**src/rtl/uart_tx_feeder_pkg.sv**
```systemverilog
// rtl/uart_tx_feeder_pkg.sv - shared types and helpers for the UART transmit feeder
//
// Purpose: feeder FSM state encoding and the clog2 width helper used by
//          the feeder, its FIFO and the bench.
// Ports:   none (package).

package uart_tx_feeder_pkg;

  typedef enum logic [1:0] {
    IDLE       = 2'd0,
    LAUNCH     = 2'd1,
    WAIT_BUSY  = 2'd2,
    WAIT_READY = 2'd3
  } feeder_state_t;

  // Bits needed to index 'value' entries; clog2(1) = 0.
  function automatic int clog2(input int value);
    int result;
    result = 0;
    for (int v = value - 1; v > 0; v = v >> 1) begin
      result++;
    end
    return result;
  endfunction

endpackage

```
**src/rtl/uart_tx_feeder_if.sv**
```systemverilog
// rtl/uart_tx_feeder_if.sv - character stream and transmitter handshake bundle
//
// Purpose: groups the receiver-side character strobe and the transmitter
//          launch handshake of the UART transmit feeder.
// Signals: in_valid/in_data  - one-cycle character strobe from the receiver
//          tx_rdy            - transmitter idle and able to take a character
//          tx_new_data       - one-cycle launch strobe to the transmitter
//          tx_char           - character presented to the transmitter
// Modports: master = character source + transmitter side, slave = feeder.

interface uart_tx_feeder_if #(
  parameter int WIDTH = 8
);

  logic             in_valid;
  logic [WIDTH-1:0] in_data;
  logic             tx_rdy;
  logic             tx_new_data;
  logic [WIDTH-1:0] tx_char;

  modport master (
    output in_valid,
    output in_data,
    output tx_rdy,
    input  tx_new_data,
    input  tx_char
  );

  modport slave (
    input  in_valid,
    input  in_data,
    input  tx_rdy,
    output tx_new_data,
    output tx_char
  );

endinterface

```
**src/rtl/uart_tx_feeder_sync_fifo.sv**
```systemverilog
// rtl/uart_tx_feeder_sync_fifo.sv - synchronous character FIFO for the transmit feeder
//
// Purpose: DEPTH-entry show-ahead FIFO; dout always presents the head entry.
// Ports:   clk, rst_n      - clock, asynchronous active-low reset
//          push, din       - enqueue request (ignored when full)
//          pop, dout       - dequeue request (ignored when empty), head data
//          full, empty     - registered occupancy flags
//          count           - registered occupancy, 0..DEPTH

module sync_fifo
  import uart_tx_feeder_pkg::*;
#(
  parameter int WIDTH = 8,
  parameter int DEPTH = 16
) (
  input  logic                 clk,
  input  logic                 rst_n,
  input  logic                 push,
  input  logic                 pop,
  input  logic [WIDTH-1:0]     din,
  output logic [WIDTH-1:0]     dout,
  output logic                 full,
  output logic                 empty,
  output logic [clog2(DEPTH):0] count
);

  localparam int AW = clog2(DEPTH);

  logic [WIDTH-1:0] mem [DEPTH];
  logic [AW:0]      wr_ptr;
  logic [AW:0]      rd_ptr;
  logic [AW:0]      wr_nxt;
  logic [AW:0]      rd_nxt;
  logic             do_push;
  logic             do_pop;

  // A full FIFO refuses a push even when a pop happens on the same edge.
  assign do_push = push && !full;
  assign do_pop  = pop && !empty;

  assign wr_nxt = do_push ? wr_ptr + 1'b1 : wr_ptr;
  assign rd_nxt = do_pop  ? rd_ptr + 1'b1 : rd_ptr;

  assign dout = mem[rd_ptr[AW-1:0]];

  // Storage is not reset; only the pointers define what is valid.
  always_ff @(posedge clk) begin
    if (do_push) begin
      mem[wr_ptr[AW-1:0]] <= din;
    end
  end

  // Flags come from the next pointers so they are valid right after the edge.
  // The extra pointer MSB separates full (MSBs differ) from empty (equal).
  always_ff @(posedge clk or negedge rst_n) begin
    if (!rst_n) begin
      wr_ptr <= '0;
      rd_ptr <= '0;
      count  <= '0;
      full   <= 1'b0;
      empty  <= 1'b1;
    end else begin
      wr_ptr <= wr_nxt;
      rd_ptr <= rd_nxt;
      count  <= wr_nxt - rd_nxt;
      full   <= (wr_nxt[AW] != rd_nxt[AW]) && (wr_nxt[AW-1:0] == rd_nxt[AW-1:0]);
      empty  <= (wr_nxt == rd_nxt);
    end
  end

endmodule

```
**src/rtl/uart_tx_feeder.sv**
```systemverilog
// rtl/uart_tx_feeder.sv - queues received characters and launches them into a UART transmitter
//
// Purpose: buffers characters in a FIFO and hands them one at a time to a
//          transmitter, waiting for the transmitter to go busy and then idle
//          between launches; flags dropped pushes and unacknowledged launches.
// Ports:   clk, rst_n - clock, asynchronous active-low reset
//          bus        - uart_tx_feeder_if.slave (in_valid, in_data, tx_rdy,
//                       tx_new_data, tx_char)
//          full, empty, count - FIFO occupancy
//          overflow   - sticky, a push was dropped
//          ack_err    - sticky, a launch was never acknowledged

module uart_tx_feeder
  import uart_tx_feeder_pkg::*;
#(
  parameter int WIDTH       = 8,
  parameter int DEPTH       = 16,
  parameter int ACK_TIMEOUT = 4
) (
  input  logic                  clk,
  input  logic                  rst_n,
  uart_tx_feeder_if.slave       bus,
  output logic                  full,
  output logic                  empty,
  output logic [clog2(DEPTH):0] count,
  output logic                  overflow,
  output logic                  ack_err
);

  localparam int            TW        = clog2(ACK_TIMEOUT + 1);
  localparam logic [TW-1:0] ACK_LIMIT = TW'(ACK_TIMEOUT);

  feeder_state_t    state_q;
  feeder_state_t    state_d;
  logic [TW-1:0]    tmo_q;
  logic [TW-1:0]    tmo_d;
  logic [WIDTH-1:0] tx_char_q;
  logic [WIDTH-1:0] fifo_dout;
  logic             fifo_pop;
  logic             ack_set;

  sync_fifo #(
    .WIDTH (WIDTH),
    .DEPTH (DEPTH)
  ) u_fifo (
    .clk   (clk),
    .rst_n (rst_n),
    .push  (bus.in_valid),
    .pop   (fifo_pop),
    .din   (bus.in_data),
    .dout  (fifo_dout),
    .full  (full),
    .empty (empty),
    .count (count)
  );

  always_ff @(posedge clk or negedge rst_n) begin
    if (!rst_n) begin
      state_q   <= IDLE;
      tmo_q     <= '0;
      tx_char_q <= '0;
      overflow  <= 1'b0;
      ack_err   <= 1'b0;
    end else begin
      state_q <= state_d;
      tmo_q   <= tmo_d;
      if (fifo_pop) begin
        tx_char_q <= fifo_dout;
      end
      if (bus.in_valid && full) begin
        overflow <= 1'b1;
      end
      if (ack_set) begin
        ack_err <= 1'b1;
      end
    end
  end

  always_comb begin
    state_d  = state_q;
    tmo_d    = tmo_q;
    fifo_pop = 1'b0;
    ack_set  = 1'b0;
    case (state_q)
      IDLE: begin
        if (!empty && bus.tx_rdy) begin
          fifo_pop = 1'b1;
          state_d  = LAUNCH;
        end
      end
      LAUNCH: begin
        tmo_d   = '0;
        state_d = WAIT_BUSY;
      end
      WAIT_BUSY: begin
        // The transmitter must drop tx_rdy to show it took the character;
        // if it never does, give up on it rather than relaunch.
        if (!bus.tx_rdy) begin
          state_d = WAIT_READY;
        end else begin
          tmo_d = tmo_q + 1'b1;
          if (tmo_d == ACK_LIMIT) begin
            ack_set = 1'b1;
            state_d = IDLE;
          end
        end
      end
      WAIT_READY: begin
        if (bus.tx_rdy) begin
          state_d = IDLE;
        end
      end
      default: state_d = IDLE;
    endcase
  end

  assign bus.tx_new_data = (state_q == LAUNCH);
  assign bus.tx_char     = tx_char_q;

endmodule

```
**src/flat_wrapper.sv**
```systemverilog
// flat-port wrapper written by rule: the top's interface ports become plain ports
module uart_tx_feeder_flat import uart_tx_feeder_pkg::*;
#(
  parameter int WIDTH       = 8,
  parameter int DEPTH       = 16,
  parameter int ACK_TIMEOUT = 4
)
  (clk, rst_n, full, empty, count, overflow, ack_err, bus_in_valid, bus_in_data, bus_tx_rdy, bus_tx_new_data, bus_tx_char);
  uart_tx_feeder_if #(.WIDTH(WIDTH)) bus_i ();
  input  logic clk;
  input  logic rst_n;
  output logic full;
  output logic empty;
  output logic [clog2(DEPTH):0] count;
  output logic overflow;
  output logic ack_err;
  input wire logic [$bits(bus_i.in_valid)-1:0] bus_in_valid;
  input wire logic [$bits(bus_i.in_data)-1:0] bus_in_data;
  input wire logic [$bits(bus_i.tx_rdy)-1:0] bus_tx_rdy;
  output wire logic [$bits(bus_i.tx_new_data)-1:0] bus_tx_new_data;
  output wire logic [$bits(bus_i.tx_char)-1:0] bus_tx_char;
  assign bus_i.in_valid = bus_in_valid;
  assign bus_i.in_data = bus_in_data;
  assign bus_i.tx_rdy = bus_tx_rdy;
  assign bus_tx_new_data = bus_i.tx_new_data;
  assign bus_tx_char = bus_i.tx_char;
  uart_tx_feeder #(.WIDTH(WIDTH), .DEPTH(DEPTH), .ACK_TIMEOUT(ACK_TIMEOUT)) u_core (.clk(clk), .rst_n(rst_n), .bus(bus_i), .full(full), .empty(empty), .count(count), .overflow(overflow), .ack_err(ack_err));
endmodule
```
**config.mk**
```make
export PLATFORM = sky130hd
export DESIGN_NAME = uart_tx_feeder_flat
export DESIGN_NICKNAME = d
export VERILOG_FILES = /design/src/rtl/uart_tx_feeder_pkg.sv /design/src/rtl/uart_tx_feeder_if.sv /design/src/rtl/uart_tx_feeder_sync_fifo.sv /design/src/rtl/uart_tx_feeder.sv /design/src/flat_wrapper.sv
export SDC_FILE = /design/constraint.sdc
export NUM_CORES = 1
export LEC_CHECK = 0
export CORE_UTILIZATION = 58
export DETAILED_ROUTE_END_ITERATION = 8
export GPL_TIMING_DRIVEN = 0
export PLACE_DENSITY = 0.86
export SLEW_MARGIN = 20
export SYNTH_ARGS = -nofsm -noshare
export SYNTH_HDL_FRONTEND = slang
export SYNTH_SLANG_ARGS = --single-unit
```
**constraint.sdc**
```tcl
create_clock -name clk -period 5.25 [get_ports clk]
set_input_delay 0.525 -clock clk [delete_from_list [all_inputs] [get_ports clk]]
set_output_delay 0.525 -clock clk [all_outputs]
set_load 0.02 [all_outputs]
```
## Yosys cells after proc, flatten, opt, wreduce, memory -nomap -nowiden

Memories as Yosys holds them, arrays and structs flattened. A register that Yosys moved wholly into a read port is not among the register bits.
Index checks and enable logic that the tools add are counted.

- Logic and storage cells: 53
- Input port bits: 12
- Memory bits (writable): 128
- Output and inout port bits: 18
- Memories: 1
- Flip-flop bits (word level): 24

Memories:

| name | words | width | rd ports | clocked after Yosys merged registers in | wr ports | line | text |
|---|---|---|---|---|---|---|---|
| u_core.u_fifo.mem | 16 | 8 | 1 | 1 | 1 | uart_tx_feeder_sync_fifo.sv:29 | `logic [WIDTH-1:0] mem [DEPTH];` |

- Reductions and logical operators: 12
- Multiplexer cells: 16
- Add/sub/neg operators: 4
- Equal/unequal tests: 11

Operators with widths:

| kind | number |
|---|---|
| $add A5 B1 Y5 const B | 2 |
| $mux W5 | 2 |
| $mux W2 | 4 |
| $pmux W2 S4 | 1 |
| $mux W1 | 7 |
| $pmux W3 S2 | 1 |
| $eq A5 B5 Y1 | 1 |
| $logic_and A1 B1 Y1 | 5 |
| $sub A5 B5 Y5 | 1 |
| $eq A2 B2 Y1 const B | 2 |
| $eq A4 B4 Y1 | 1 |
| $ne A2 B2 Y1 const B | 2 |
| $add A3 B1 Y3 const B | 1 |
| $eq A3 B3 Y1 const B | 1 |
| $logic_not A1 Y1 | 3 |
| $mux W3 | 1 |
| $ne A3 B2 Y1 const B | 1 |
| $reduce_and A3 Y1 | 1 |
| $eq A2 B1 Y1 const B | 1 |
| $logic_not A2 Y1 | 1 |
| $ne A2 B1 Y1 const B | 1 |
| $reduce_and A2 Y1 | 1 |
| $reduce_bool A2 Y1 | 1 |
| $ne A1 B1 Y1 | 1 |

## Logic depth before layout (Yosys ltp)

- Word-level depth: 8
- Mapped depth: 9
- Mapped depth without buffers: 9

## Hierarchy

A second synthesis with hierarchy kept.

- Cells, all modules: 339
- Area, all modules: 6,721.4 um^2

Modules (own cells, without submodules):

| module | area an instance (um^2) | seq. area each (um^2) | cells each | instances |
|---|---|---|---|---|
| sync_fifo | 6,048.3 | 4,270.3 | 287 | 1 |
| uart_tx_feeder | 673.1 | 375.4 | 52 | 1 |

## Worst setup path before layout

Ideal clock, no wire load.

- Path type: in2reg
- Start point: input port bus_tx_rdy
- End point: register u_core.u_fifo.full
- Arrival: 2.416 ns
- Stages: 9
- Data required time: 5.181 ns
- Slack: 2.765 ns
- Library setup time: 0.069 ns
- Path buffers: 1
- Cell sequence: nor4b_1 -> clkbuf_1 -> nand4_1 -> xnor2_1 -> inv_1 -> ha_1 -> nand2_1 -> or4b_4 -> nor2b_2

- Longest elaborated chain between the ends: 7
- Elaborated cells between the ends (all ways): 8
- Those cells by class: eq/ne: 2; mux: 3; reduce/logical: 3

RTL lines:

| element | line | text |
|---|---|---|
| start: declaration | flat_wrapper.sv:19 | `input wire logic [$bits(bus_i.tx_rdy)-1:0] bus_tx_rdy;` |
| $logic_and A1 B1 Y1 | uart_tx_feeder.sv:86 | `if (!empty && bus.tx_rdy) begin` |
| $mux W1 | uart_tx_feeder.sv:86 |  |
| $mux W1 | uart_tx_feeder.sv:84 | `case (state_q)` |
| $logic_and A1 B1 Y1 | uart_tx_feeder_sync_fifo.sv:39 | `assign do_pop = pop && !empty;` |
| $mux W5 | uart_tx_feeder_sync_fifo.sv:42 | `assign rd_nxt = do_pop ? rd_ptr + 1'b1 : rd_ptr;` |
| named net u_core.u_fifo.rd_nxt[3] | uart_tx_feeder_sync_fifo.sv:33 | `logic [AW:0] rd_nxt;` |
| $eq A4 B4 Y1 | uart_tx_feeder_sync_fifo.sv:66 | `full <= (wr_nxt[AW] != rd_nxt[AW]) && (wr_nxt[AW-1:0] == rd_nxt[AW-1:0]);` |
| $logic_and A1 B1 Y1 | uart_tx_feeder_sync_fifo.sv:66 |  |
| end signal: assignment | uart_tx_feeder_sync_fifo.sv:66 |  |
| end: declaration | uart_tx_feeder_sync_fifo.sv:22 | `output logic full,` |

The timed path passes the listed nets, and every way through them passes these cells.
A chain may end at the register's enable or synchronous reset.

## Final worst setup path

- Start point: register u_core.u_fifo.rd_ptr[1]
- End point: register u_core.u_fifo.empty

- Longest elaborated chain between the ends: 3

RTL lines:

| element | line | text |
|---|---|---|
| start: declaration | uart_tx_feeder_sync_fifo.sv:31 | `logic [AW:0] rd_ptr;` |
| start signal: assignment | uart_tx_feeder_sync_fifo.sv:64 | `rd_ptr <= rd_nxt;` |
| $add A5 B1 Y5 | uart_tx_feeder_sync_fifo.sv:42 |  |
| $mux W5 | uart_tx_feeder_sync_fifo.sv:42 |  |
| named net u_core.u_fifo.rd_nxt[3] | uart_tx_feeder_sync_fifo.sv:33 |  |
| $eq A5 B5 Y1 | uart_tx_feeder_sync_fifo.sv:67 | `empty <= (wr_nxt == rd_nxt);` |
| end signal: assignment | uart_tx_feeder_sync_fifo.sv:67 |  |
| end: declaration | uart_tx_feeder_sync_fifo.sv:23 | `output logic empty,` |

The timed path passes the listed nets, and every way through them passes these cells.

==> results.toml <==
[worst_setup_path]
cp-end-kind = "flop"
worstPathCellList = "clkbuf_1 -> buf_1 -> nand4_1 -> xnor2_1 -> inv_1 -> ha_1 -> nand2_1 -> or4b_4 -> nor2_1"
reg2reg_depth = 9
crit_type = "reg -> reg"
worst-path-max-fanout = 10
path_delay_family = "buffers and inverters"
crit_start = "u_core.u_fifo.rd_ptr[1]"
r2r_start = "u_core.u_fifo.rd_ptr[1]"
crit_required_ns = 5.70
r2r_end = "u_core.u_fifo.empty"
cp-start-kind = "flop"
worstPathArrival_ns = 3.57
rrSetupSlack_ns = 2.12
cpPeakStageDelay_ns = 0.65
crit_buf_inv = 3
slowest_stage = "buf_1"

[cts]
ctsResizeCount = 0
cts_hold_buf = 0
cts.sinks = 160
cts_tree = "yes"
cts_root_buffer = "clkbuf_8"
h-tree-depth = 4
post_cts_buffers = 0
clk_latency_ns = 0.52
clkSlewWorstSetupHoldPaths_ns = 0.07
numCtsBuffers = 17
clock_path_buffers = 2

[yosys]
postSynthCellCount = 337
synth_area_per_cell_um2 = 19.0
ys_ff_latch = 160
synth_warnings = 0
yosysSeqAreaShare_pct = 72.6
synth_area_um2 = 6400
synth_cell_types = 38
syn-num-nets = 359
synth-main-ff-cell = "edfxtp_1"
synth_edf_count = 128
async_flop_share_pct = 20.0

[final_layout]
drive_above_1_share_pct = 20.6
fillers = 592
diodes = 0
syn_to_final_growth_pct = 15.9
final_core_util_pct = 70.5
fin_cells = 534
fin_nets = 407

[global_route]
antenna_found_initial = 0
grt_first_pass_wirelength_um = 19900
grtUsageTotal_pct = 25.3
overflow = 0
grt_pass1_vias = 3369
grt_max_degree = 33

[timing]
rsz0062_at_grt = "no"
tightestPinTransition_ns = 0.796
drv_slew = 0
period_share_pct = 59.6
finalWorstSetupSlack_ns = 2.12
max_freq_ghz = 0.320
setup_viol = 0
slew_headroom_pct = 46.9
finalCriticalPeriod_ns = 3.13
skew_ns = 0.00658
fin_setup_tns_ns = 0
finalHoldViolCount = 0

[floorplanning]
die_y_um = 107
initial_utilization_pct = 60.9
num_rows = 37
die_x_um = 107
die-area_um2 = 11500
core_area_um2 = 10500
pin_count = 30

[place]
gp_congestion = 0.776
dp_hpwl_um = 8210
portBuffers = 29
dp_slack_ns = 1.87
place_inst = 502

[pwr]
pwr-share-clk_pct = 26.3
p_comb_share_pct = 34.6
power.switching_uw = 1420
ir_drop_uv = 455
pwr-share-seq_pct = 39.1
intPower_uw = 2990
power_density_nw_per_um2 = 595
p_sw_share_pct = 32.2
leakage_uw = 0.00264

[routing]
vias = 3258
drtAntennaViolNets = 0
drtIter0Drc = 310
wl_per_cell_um = 24.5
drc = 0
dr.pass1.iters = 5
wirelength_um = 13100
vias_per_cell = 6.10

[hold_path]
min-delay-path-class = "in -> async"

[run_status]
status = "finished, final reports clean"

[run]
cap_viol_max_count = 0
[cell families after synthesis]
| family | share of synthesized area, % |
|---|---|
| adders and majority gates | 2.13 |
| AOI/OAI and AO/OA | 1.43 |
| xor gates and xnor gates | 1.78 |
| and+or+nand+nor | 5.89 |
| buffers and inverters | 1.76 |
| muxes | 14.4 |
| DFF | 72.6 |
[area by class of cell]
class	count	area (um2)	area share, %
Buffer	12	52.6	0.709
Inverter	16	60.1	0.810
Timing Repair Buffer	29	285	3.85
Sequential cell	160	4650	62.7
Tap cell	136	170	2.30
Clock buffer	18	418	5.64
Clock inverter	14	141	1.91
Multi-Input combinational cell	149	1640	22.1
[routing by layer]
metal,up-vias,GRT usage [%],routed length (um)
met4,0,10.7,265
met5,-,0,0
met2,139,41.4,6740
met3,23,5.90,803
li1,1410,-,-
met1,1686,33.1,5260
[synth_stat cells (all sizes together) (5+ instances only)]
library cell	n	area share, %
inv	16	0.94
mux4	40	14
and2	12	1.2
nand2	30	1.8
ha	10	2.0
clkbuf	5	0.29
buf	7	0.53
edfxtp	128	60
xnor2	9	1.2
o21ai	6	0.47
dfrtp	31	12
[placed cells by master, fill, tap and decap left out, types with 2 or more instances in the layout]
cell type,synthesis,routed
edfxtp_1,128,128
mux4_2,40,40
dfrtp_1,31,31
nand2_1,30,30
clkdlybuf4s50_1,0,28
inv_1,16,16
clkbuf_16,0,16
and2_1,12,12
ha_1,10,10
xnor2_1,9,9
clkbuf_1,5,6
o21ai_0,6,6
clkinvlp_4,0,6
nand3_1,4,4
xor2_1,4,4
buf_2,3,4
a21oi_1,3,3
buf_1,3,3
and3_1,3,3
clkinv_2,0,3
nand3b_1,2,2
nand2b_1,2,2
mux2i_1,2,2
or4b_4,2,2
nor2_1,2,2
nand4_1,2,2
o21bai_1,2,2
a21o_1,2,2
inv_6,0,2
bufinv_16,0,2
[sequential cells by signal, summed over array words and instances (netlist names), 2 cells and up]
| register | cells |
|---|---|
| u_core.bus.tx_char | 8 |
| u_core.u_fifo.mem | 128 |
| u_core.u_fifo.count | 5 |
| u_core.tmo_q | 3 |
| u_core.u_fifo.rd_ptr | 5 |
| u_core.u_fifo.wr_ptr | 5 |
| u_core.state_q | 2 |
[power by group through the flow]
stage / clock [uW] / combinational (uW) / sequential (uW)
final: 1160 / 1530 / 1720
after global placement: 0 / 1450 / 1720
after global routing: 1210 / 1640 / 1740
after floorplan: 0 / 970 / 1780
after CTS: 1170 / 1540 / 1720
after detailed placement: 0 / 1500 / 1740
[metrics by stage]
stage	total power (uW)	area (um2)	hold slack, ns
2_1_floorplan	2750	6400	0.229
3_3_place_gp	3170	6860	0.439
3_5_place_dp	3230	6850	0.453
4_1_cts	4430	7410	0.0600
5_1_grt	4590	7410	0.0898
6_report	4410	7410	0.0463
[worst max path at each step]
stage                     slack [ns]                  end  cells after the start
after floorplan                 2.76   u_core.u_fifo.full                      9
after global placement          1.93  u_core.u_fifo.empty                     10
after detailed placement        1.87  u_core.u_fifo.empty                     10
after CTS                       2.14  u_core.u_fifo.empty                      9
after global routing            1.98  u_core.u_fifo.empty                      9
final                           2.12  u_core.u_fifo.empty                      9
(Power assumes the default switching activity.)
